[config.mk]
export PLATFORM = sky130hd
export DESIGN_NAME = onchip_memory_loader
export DESIGN_NICKNAME = d
export VERILOG_FILES = /design/src/rtl/onchip_memory_loader.sv
export SDC_FILE = /design/constraint.sdc
export NUM_CORES = 1
export LEC_CHECK = 0
export CAP_MARGIN = 10
export CORE_MARGIN = 4
export CORE_UTILIZATION = 55
export CTS_BUF_LIST = sky130_fd_sc_hd__clkbuf_2 sky130_fd_sc_hd__clkbuf_4 sky130_fd_sc_hd__clkbuf_8
export CTS_CLUSTER_SIZE = 14
export DETAILED_ROUTE_END_ITERATION = 10
export DONT_BUFFER_PORTS = 1
export GPL_TIMING_DRIVEN = 0
export PLACE_DENSITY = 0.72
export SLEW_MARGIN = 20
export SYNTH_ARGS = -nofsm -noshare
export SYNTH_HDL_FRONTEND = slang
export SYNTH_SLANG_ARGS = --single-unit
[constraint.sdc]
create_clock -name clk -period 2.85 [get_ports clk]
set_input_delay 0.1425 -clock clk [delete_from_list [all_inputs] [get_ports clk]]
set_output_delay 0.1425 -clock clk [all_outputs]
set_load 0.01 [all_outputs]
[src/rtl/onchip_memory_loader.sv]
// Avalon-MM write master: packs a little-endian byte stream into 32-bit words of on-chip memory.
// Optional read-back verify is built when ONCHIP_MEMORY_LOADER_VERIFY_EN is defined.
module onchip_memory_loader #(
  parameter int ADDR_W    = 13,
  parameter int DEPTH     = 8192,
  parameter int BASE_ADDR = 0
) (
  input  logic              clk,
  input  logic              reset_n,
  input  logic              start,
  input  logic [15:0]       len_bytes,
  input  logic [7:0]        in_data,
  input  logic              in_valid,
  output logic              in_ready,
  output logic              busy,
  output logic              done,
  output logic              error,
  output logic [15:0]       checksum,
  output logic [ADDR_W-1:0] address,
  output logic [3:0]        byteenable,
  output logic              chipselect,
  output logic              write,
  output logic [31:0]       writedata,
  output logic              clken,
  input  logic [31:0]       readdata
);

  typedef enum logic [2:0] {
    S_IDLE, S_LOAD, S_WRITE, S_VERIFY_RD, S_VERIFY_CMP, S_DONE
  } state_t;

  localparam logic [31:0]       MAX_BYTES = 32'((DEPTH - BASE_ADDR) * 4);
  localparam logic [ADDR_W-1:0] BASE      = ADDR_W'(BASE_ADDR);

  state_t            state_q, state_d;
  logic              in_ready_q, in_ready_d, busy_q, busy_d, done_q, done_d, error_q, error_d;
  logic [15:0]       checksum_q, checksum_d, rem_q, rem_d;
  logic [ADDR_W-1:0] ptr_q, ptr_d, address_q, address_d;
  logic [3:0]        byteenable_q, byteenable_d;
  logic              chipselect_q, chipselect_d, write_q, write_d;
  logic [31:0]       writedata_q, writedata_d, word_q, word_d, packed_s;
  logic [1:0]        lane_q, lane_d;
  logic [3:0]        be_s;

`ifdef ONCHIP_MEMORY_LOADER_VERIFY_EN
  logic [15:0]       vsum_q, vsum_d, vsum_s;
  logic [3:0]        last_be_q, last_be_d;
  logic [ADDR_W-1:0] last_addr_s;

  function automatic logic [15:0] lane_sum(input logic [31:0] w, input logic [3:0] be);
    logic [15:0] s;
    s = 16'd0;
    for (int i = 0; i < 4; i++) begin
      if (be[i]) s = s + {8'd0, w[8*i +: 8]};
      else       s = s;
    end
    return s;
  endfunction
`else
  logic unused_readdata_s;
  assign unused_readdata_s = ^readdata;
`endif

  assign clken = 1'b1;

  // Next-state and next-output computation for the load/verify sequencer.
  always_comb begin
    state_d      = state_q;
    in_ready_d   = in_ready_q;
    busy_d       = busy_q;
    done_d       = 1'b0;
    error_d      = error_q;
    checksum_d   = checksum_q;
    rem_d        = rem_q;
    ptr_d        = ptr_q;
    address_d    = address_q;
    byteenable_d = byteenable_q;
    chipselect_d = chipselect_q;
    write_d      = write_q;
    writedata_d  = writedata_q;
    word_d       = word_q;
    lane_d       = lane_q;
    packed_s     = word_q | ({24'd0, in_data} << {lane_q, 3'b000});
    case (lane_q)
      2'd0:    be_s = 4'h1;
      2'd1:    be_s = 4'h3;
      2'd2:    be_s = 4'h7;
      2'd3:    be_s = 4'hF;
      default: be_s = 4'hF;
    endcase
`ifdef ONCHIP_MEMORY_LOADER_VERIFY_EN
    vsum_d      = vsum_q;
    last_be_d   = last_be_q;
    last_addr_s = ptr_q - ADDR_W'(1);
    vsum_s      = vsum_q + lane_sum(readdata, byteenable_q);
`endif

    case (state_q)
      S_IDLE: begin
        if (start) begin
          error_d    = 1'b0;
          checksum_d = 16'd0;
          if (len_bytes == 16'd0) begin
            state_d = S_DONE;
            done_d  = 1'b1;
          end else if ({16'd0, len_bytes} > MAX_BYTES) begin
            error_d = 1'b1;
            state_d = S_DONE;
            done_d  = 1'b1;
          end else begin
            busy_d     = 1'b1;
            rem_d      = len_bytes;
            ptr_d      = BASE;
            lane_d     = 2'd0;
            word_d     = 32'd0;
            in_ready_d = 1'b1;
            state_d    = S_LOAD;
          end
        end else begin
          state_d = S_IDLE;
        end
      end
      S_LOAD: begin
        if (in_valid) begin
          checksum_d = checksum_q + {8'd0, in_data};
          rem_d      = rem_q - 16'd1;
          // A word is flushed when full or when the image ends mid-word.
          if (lane_q == 2'd3 || rem_q == 16'd1) begin
            address_d    = ptr_q;
            writedata_d  = packed_s;
            byteenable_d = be_s;
            chipselect_d = 1'b1;
            write_d      = 1'b1;
            word_d       = 32'd0;
            lane_d       = 2'd0;
            in_ready_d   = 1'b0;
            state_d      = S_WRITE;
`ifdef ONCHIP_MEMORY_LOADER_VERIFY_EN
            last_be_d    = be_s;
`endif
          end else begin
            word_d = packed_s;
            lane_d = lane_q + 2'd1;
          end
        end else begin
          state_d = S_LOAD;
        end
      end
      S_WRITE: begin
        chipselect_d = 1'b0;
        write_d      = 1'b0;
        ptr_d        = ptr_q + ADDR_W'(1);
        if (rem_q != 16'd0) begin
          in_ready_d = 1'b1;
          state_d    = S_LOAD;
        end else begin
`ifdef ONCHIP_MEMORY_LOADER_VERIFY_EN
          address_d    = BASE;
          byteenable_d = (BASE == ptr_q) ? last_be_q : 4'hF;
          chipselect_d = 1'b1;
          vsum_d       = 16'd0;
          state_d      = S_VERIFY_RD;
`else
          busy_d  = 1'b0;
          done_d  = 1'b1;
          state_d = S_DONE;
`endif
        end
      end
`ifdef ONCHIP_MEMORY_LOADER_VERIFY_EN
      S_VERIFY_RD: begin
        chipselect_d = 1'b0;
        state_d      = S_VERIFY_CMP;
      end
      S_VERIFY_CMP: begin
        // ptr_q already points one past the last written word here.
        if (address_q == last_addr_s) begin
          error_d = (vsum_s != checksum_q);
          busy_d  = 1'b0;
          done_d  = 1'b1;
          state_d = S_DONE;
        end else begin
          vsum_d       = vsum_s;
          address_d    = address_q + ADDR_W'(1);
          byteenable_d = ((address_q + ADDR_W'(1)) == last_addr_s) ? last_be_q : 4'hF;
          chipselect_d = 1'b1;
          state_d      = S_VERIFY_RD;
        end
      end
`endif
      S_DONE: begin
        state_d = S_IDLE;
      end
      default: begin
        state_d      = S_IDLE;
        busy_d       = 1'b0;
        in_ready_d   = 1'b0;
        chipselect_d = 1'b0;
        write_d      = 1'b0;
      end
    endcase
  end

  // State and registered outputs.
  always_ff @(posedge clk or negedge reset_n) begin
    if (!reset_n) begin
      state_q      <= S_IDLE;
      in_ready_q   <= 1'b0;
      busy_q       <= 1'b0;
      done_q       <= 1'b0;
      error_q      <= 1'b0;
      checksum_q   <= 16'd0;
      rem_q        <= 16'd0;
      ptr_q        <= '0;
      address_q    <= '0;
      byteenable_q <= 4'h0;
      chipselect_q <= 1'b0;
      write_q      <= 1'b0;
      writedata_q  <= 32'd0;
      word_q       <= 32'd0;
      lane_q       <= 2'd0;
`ifdef ONCHIP_MEMORY_LOADER_VERIFY_EN
      vsum_q       <= 16'd0;
      last_be_q    <= 4'h0;
`endif
    end else begin
      state_q      <= state_d;
      in_ready_q   <= in_ready_d;
      busy_q       <= busy_d;
      done_q       <= done_d;
      error_q      <= error_d;
      checksum_q   <= checksum_d;
      rem_q        <= rem_d;
      ptr_q        <= ptr_d;
      address_q    <= address_d;
      byteenable_q <= byteenable_d;
      chipselect_q <= chipselect_d;
      write_q      <= write_d;
      writedata_q  <= writedata_d;
      word_q       <= word_d;
      lane_q       <= lane_d;
`ifdef ONCHIP_MEMORY_LOADER_VERIFY_EN
      vsum_q       <= vsum_d;
      last_be_q    <= last_be_d;
`endif
    end
  end

  assign in_ready   = in_ready_q;
  assign busy       = busy_q;
  assign done       = done_q;
  assign error      = error_q;
  assign checksum   = checksum_q;
  assign address    = address_q;
  assign byteenable = byteenable_q;
  assign chipselect = chipselect_q;
  assign write      = write_q;
  assign writedata  = writedata_q;

endmodule

==> results.tsv <==
stage	metric	value	unit
outcome	result of the run	finished, violations left	
synth	number of flops mapped to enable cells by yosys	0	
setup_path	type of element launching the critical path	register	
clock_tree	hold bufs inserted after CTS	14	
drt	vias per cell	6.16	
cells_and_area	layout cell share with drive strength beyond 1	0.101	
power_and_ir_drop	static leakage	3.26	nW
synth	count of synthesis-stage warnings from yosys	0	
synth	synthesized area divided by synthesized cell count	9.58	um^2
clock_tree	CTS Buf Count	17	
clock_tree	number of buffers added for setup after CTS	0	
grt	Total GRT Usage	0.245	
grt	pin count of the biggest net entering global routing	137	
sta	timing-limited maximum frequency	369	MHz
synth	top post-synthesis cells by area	sky130_fd_sc_hd__dfrtp_1 51%, sky130_fd_sc_hd__a21oi_1 6.9%, sky130_fd_sc_hd__o21ai_0 4.6%	
sta	worst slew margin relative to its limit	0.478	
cells_and_area	antenna diode count	0	
clock_tree	CTS tree	done	
sta	Tightest Pin Transition	777	ps
synth	number of nets produced by synthesis	769	
setup_path	required time of the critical path	3180	ps
synth	Cells after Synth	694	
floorplan	floorplan die height	118	um
synth	ys async rst share	1.00	
sta	setup repair after global routing missed its margin	no	
setup_path	reg-to-reg slack, setup	140	ps
floorplan	core area	11600	um^2
floorplan	initial cell density of the core	0.572	
placement	number of port buffers	0	
setup_path	category of cells accounting for the largest share of critical-path delay	simple AND/OR/NAND/NOR gates	
clock_tree	number of gates resized after CTS	0	
setup_path	reg2reg start	rem_q[6]$_DFFE_PN0P_	
setup_path	cell with the largest stage delay on the worst path	sky130_fd_sc_hd__nor4_1	
clock_tree	clock sink count	136	
floorplan	number of top-level pins	132	
floorplan	Cell Rows	39	
sta	number of failing setup endpoints in the final timing report	0	
cells_and_area	Fillers	983	
cells_and_area	synthesis-to-finish area growth	10.7	%
synth	sequential share of the synthesized area	0.512	
setup_path	cell chain of the critical path	or2_1 > nor4_1 > a41o_2 > nand3_1 > a21boi_2 > buf_2 > nor2_1	
clock_tree	register clock-pin slew on the reported worst setup and hold paths	90	ps
setup_path	highest fanout seen on the critical path	10	
setup_path	Worst R2R End	word_q[3]$_DFFE_PN0P_	
setup_path	Worst Setup End Kind	register	
synth	most common flop cell mapped by yosys	sky130_fd_sc_hd__dfrtp_1	
clock_tree	root buffer cell	sky130_fd_sc_hd__clkbuf_8	
grt	first-pass GRT wire length	27700	um
drt	First-pass DRT Iterations	5	
synth	synthesized flop and latch total	136	
sta	ratio of final minimum period to clock period	0.951	
drt	routed via count	5436	
sta	setup total negative slack	0	ps
grt	Overflow after GRT	0	
sta	minimum clock period	2710	ps
drt	DRC Markers	0	
grt	antenna violations before repair	0	
outcome	violations in the final reports	hold timing	
synth	most common cell in the netlist	sky130_fd_sc_hd__dfrtp_1	
drt	1st-iter DRT viols	370	
drt	antenna viol nets, final	0	
floorplan	chip width	118	um
drt	final routed wirelength across all metal layers	16600	um
sta	final hold violations	136	
clock_tree	clock latency reported for the late side of the worst-skew pair	450	ps
clock_tree	number of H-tree branching levels	4	
grt	number of global-route vias before repair	5367	
cells_and_area	Total Nets Final	802	
synth	most used standard cells in the synthesized netlist	136 x sky130_fd_sc_hd__dfrtp_1, 92 x sky130_fd_sc_hd__a21oi_1, 79 x sky130_fd_sc_hd__nand2_1, 74 x sky130_fd_sc_hd__nor2_1, 61 x sky130_fd_sc_hd__o21ai_0	
setup_path	kind of critical path	reg -> reg	
sta	number of max-slew violations in the final report	0	
placement	global placement routability congestion	0.877	
power_and_ir_drop	worst ir drop on vdd	0.552	mV
sta	worst clock skew on the final layout	14.0	ps
setup_path	worst path arrival time	3040	ps
synth	cell type with the largest total area after synthesis	sky130_fd_sc_hd__dfrtp_1	
power_and_ir_drop	cell area power density	985	nW/um^2
synth	count of unique library cells instantiated by Yosys	69	
setup_path	Buf+Inv Stages, Crit Path	1	
setup_path	Slowest Stage Delay on Critical Path	490	ps
job	# Max-Cap Violations	0	
floorplan	die footprint	13900	um^2
hold_path	class of the tightest hold or removal check	in -> async	
clock_tree	worst-case clock buffer depth	2	
drt	final routed wire length divided by cell count	18.8	um
sta	Post-Route Hold Slack	-615	ps
setup_path	depth of the most critical reg-to-reg path	7	
placement	detailed placement HPWL	11700	um
synth	synthesized cell area	6650	um^2
synth	area share of the largest cell type after synthesis	0.512	
-- cell type report --
class	count	area, um^2	share of cell area
plain buffers	41	203	0.0276
clock buffers	17	234	0.0318
clock inverters	15	156	0.0213
inverters	17	63.8	0.00868
multi-input cells	500	2980	0.405
flip-flops and latches	136	3400	0.463
well taps	143	179	0.0243
repair buffers	14	140	0.0191
-- power breakdown --
part	internal, W	leakage (nW)	switching (W)	total (W)
combinational	0.000906	1.29	0.00140	0.00230
clock	0.000725	0.190	0.000861	0.00159
sequential	0.00261	1.78	0.000746	0.00335
-- metrics by stage --
stage	power [W]	std cells	setup WS [ps]	instance area [um^2]	util
after CTS	0.00727	883	191	7350	0.633
final	0.00724	883	139	7350	0.633
after detailed placement	0.00565	837	218	6820	0.588
after floorplan	0.00498	694	755	6650	-
after global placement	0.00552	837	308	6820	0.588
after global routing	0.00778	883	41.3	7350	0.633
-- routing by layer --
layer  global-route usage  vias to the layer above  wire length (um)
met2                0.398                      165              8100
met3               0.0658                       35              1040
met5                    0                        -                 0
met1                0.317                     2700              7010
li1                     -                     2536                 -
met4               0.0908                        0               440
-- state kept, by name (all words and copies together), names as in the netlist, 2 cells and up --
signal	flops
word_q	32
writedata	32
checksum	16
rem_q	16
address	13
ptr_q	13
byteenable	4
state_q	3
lane_q	2
-- cells by family (layout without fill, tap and decap cells) --
kind of cell | after synthesis | in the layout | synth area share
adders and majority gates | 15 | 15 | 0.0294
and+or+nand+nor | 242 | 242 | 0.181
DFF | 136 | 136 | 0.512
muxes | 16 | 16 | 0.0318
buffers and inverters | 58 | 104 | 0.0401
xor gates and xnor gates | 16 | 16 | 0.0211
AOI/OAI and AO/OA | 210 | 210 | 0.184
other | 1 | 1 | 0.000564
-- cell usage in the layout (no fill, tap or decap), drive strengths merged, types with 7 or more instances in the layout --
cell           n
dlygate4sd3   14
clkbuf        35
nor4          12
inv           26
xor2           8
nand3         16
nand3b         7
nor3          11
xnor2          8
dfrtp        136
mux2          14
nor2          75
o211ai         9
o21ai         62
nand2         80
ha            14
a21oi         92
or4            7
buf           23
-- worst max-delay path by stage --
stage               slack (ps)                  start  cells after the start                 endpoint
floorplan                  750  rem_q[11]$_DFFE_PN0P_                      7  address[10]$_DFFE_PN0P_
finish                     140   rem_q[6]$_DFFE_PN0P_                      7    word_q[3]$_DFFE_PN0P_
detailed placement         220   rem_q[6]$_DFFE_PN0P_                      7   word_q[17]$_DFFE_PN0P_
global placement           310   rem_q[6]$_DFFE_PN0P_                      7   word_q[11]$_DFFE_PN0P_
CTS                        190   rem_q[6]$_DFFE_PN0P_                      7    word_q[3]$_DFFE_PN0P_
global route                40   rem_q[6]$_DFFE_PN0P_                      7    word_q[8]$_DFFE_PN0P_
(Power assumes the default switching activity.)
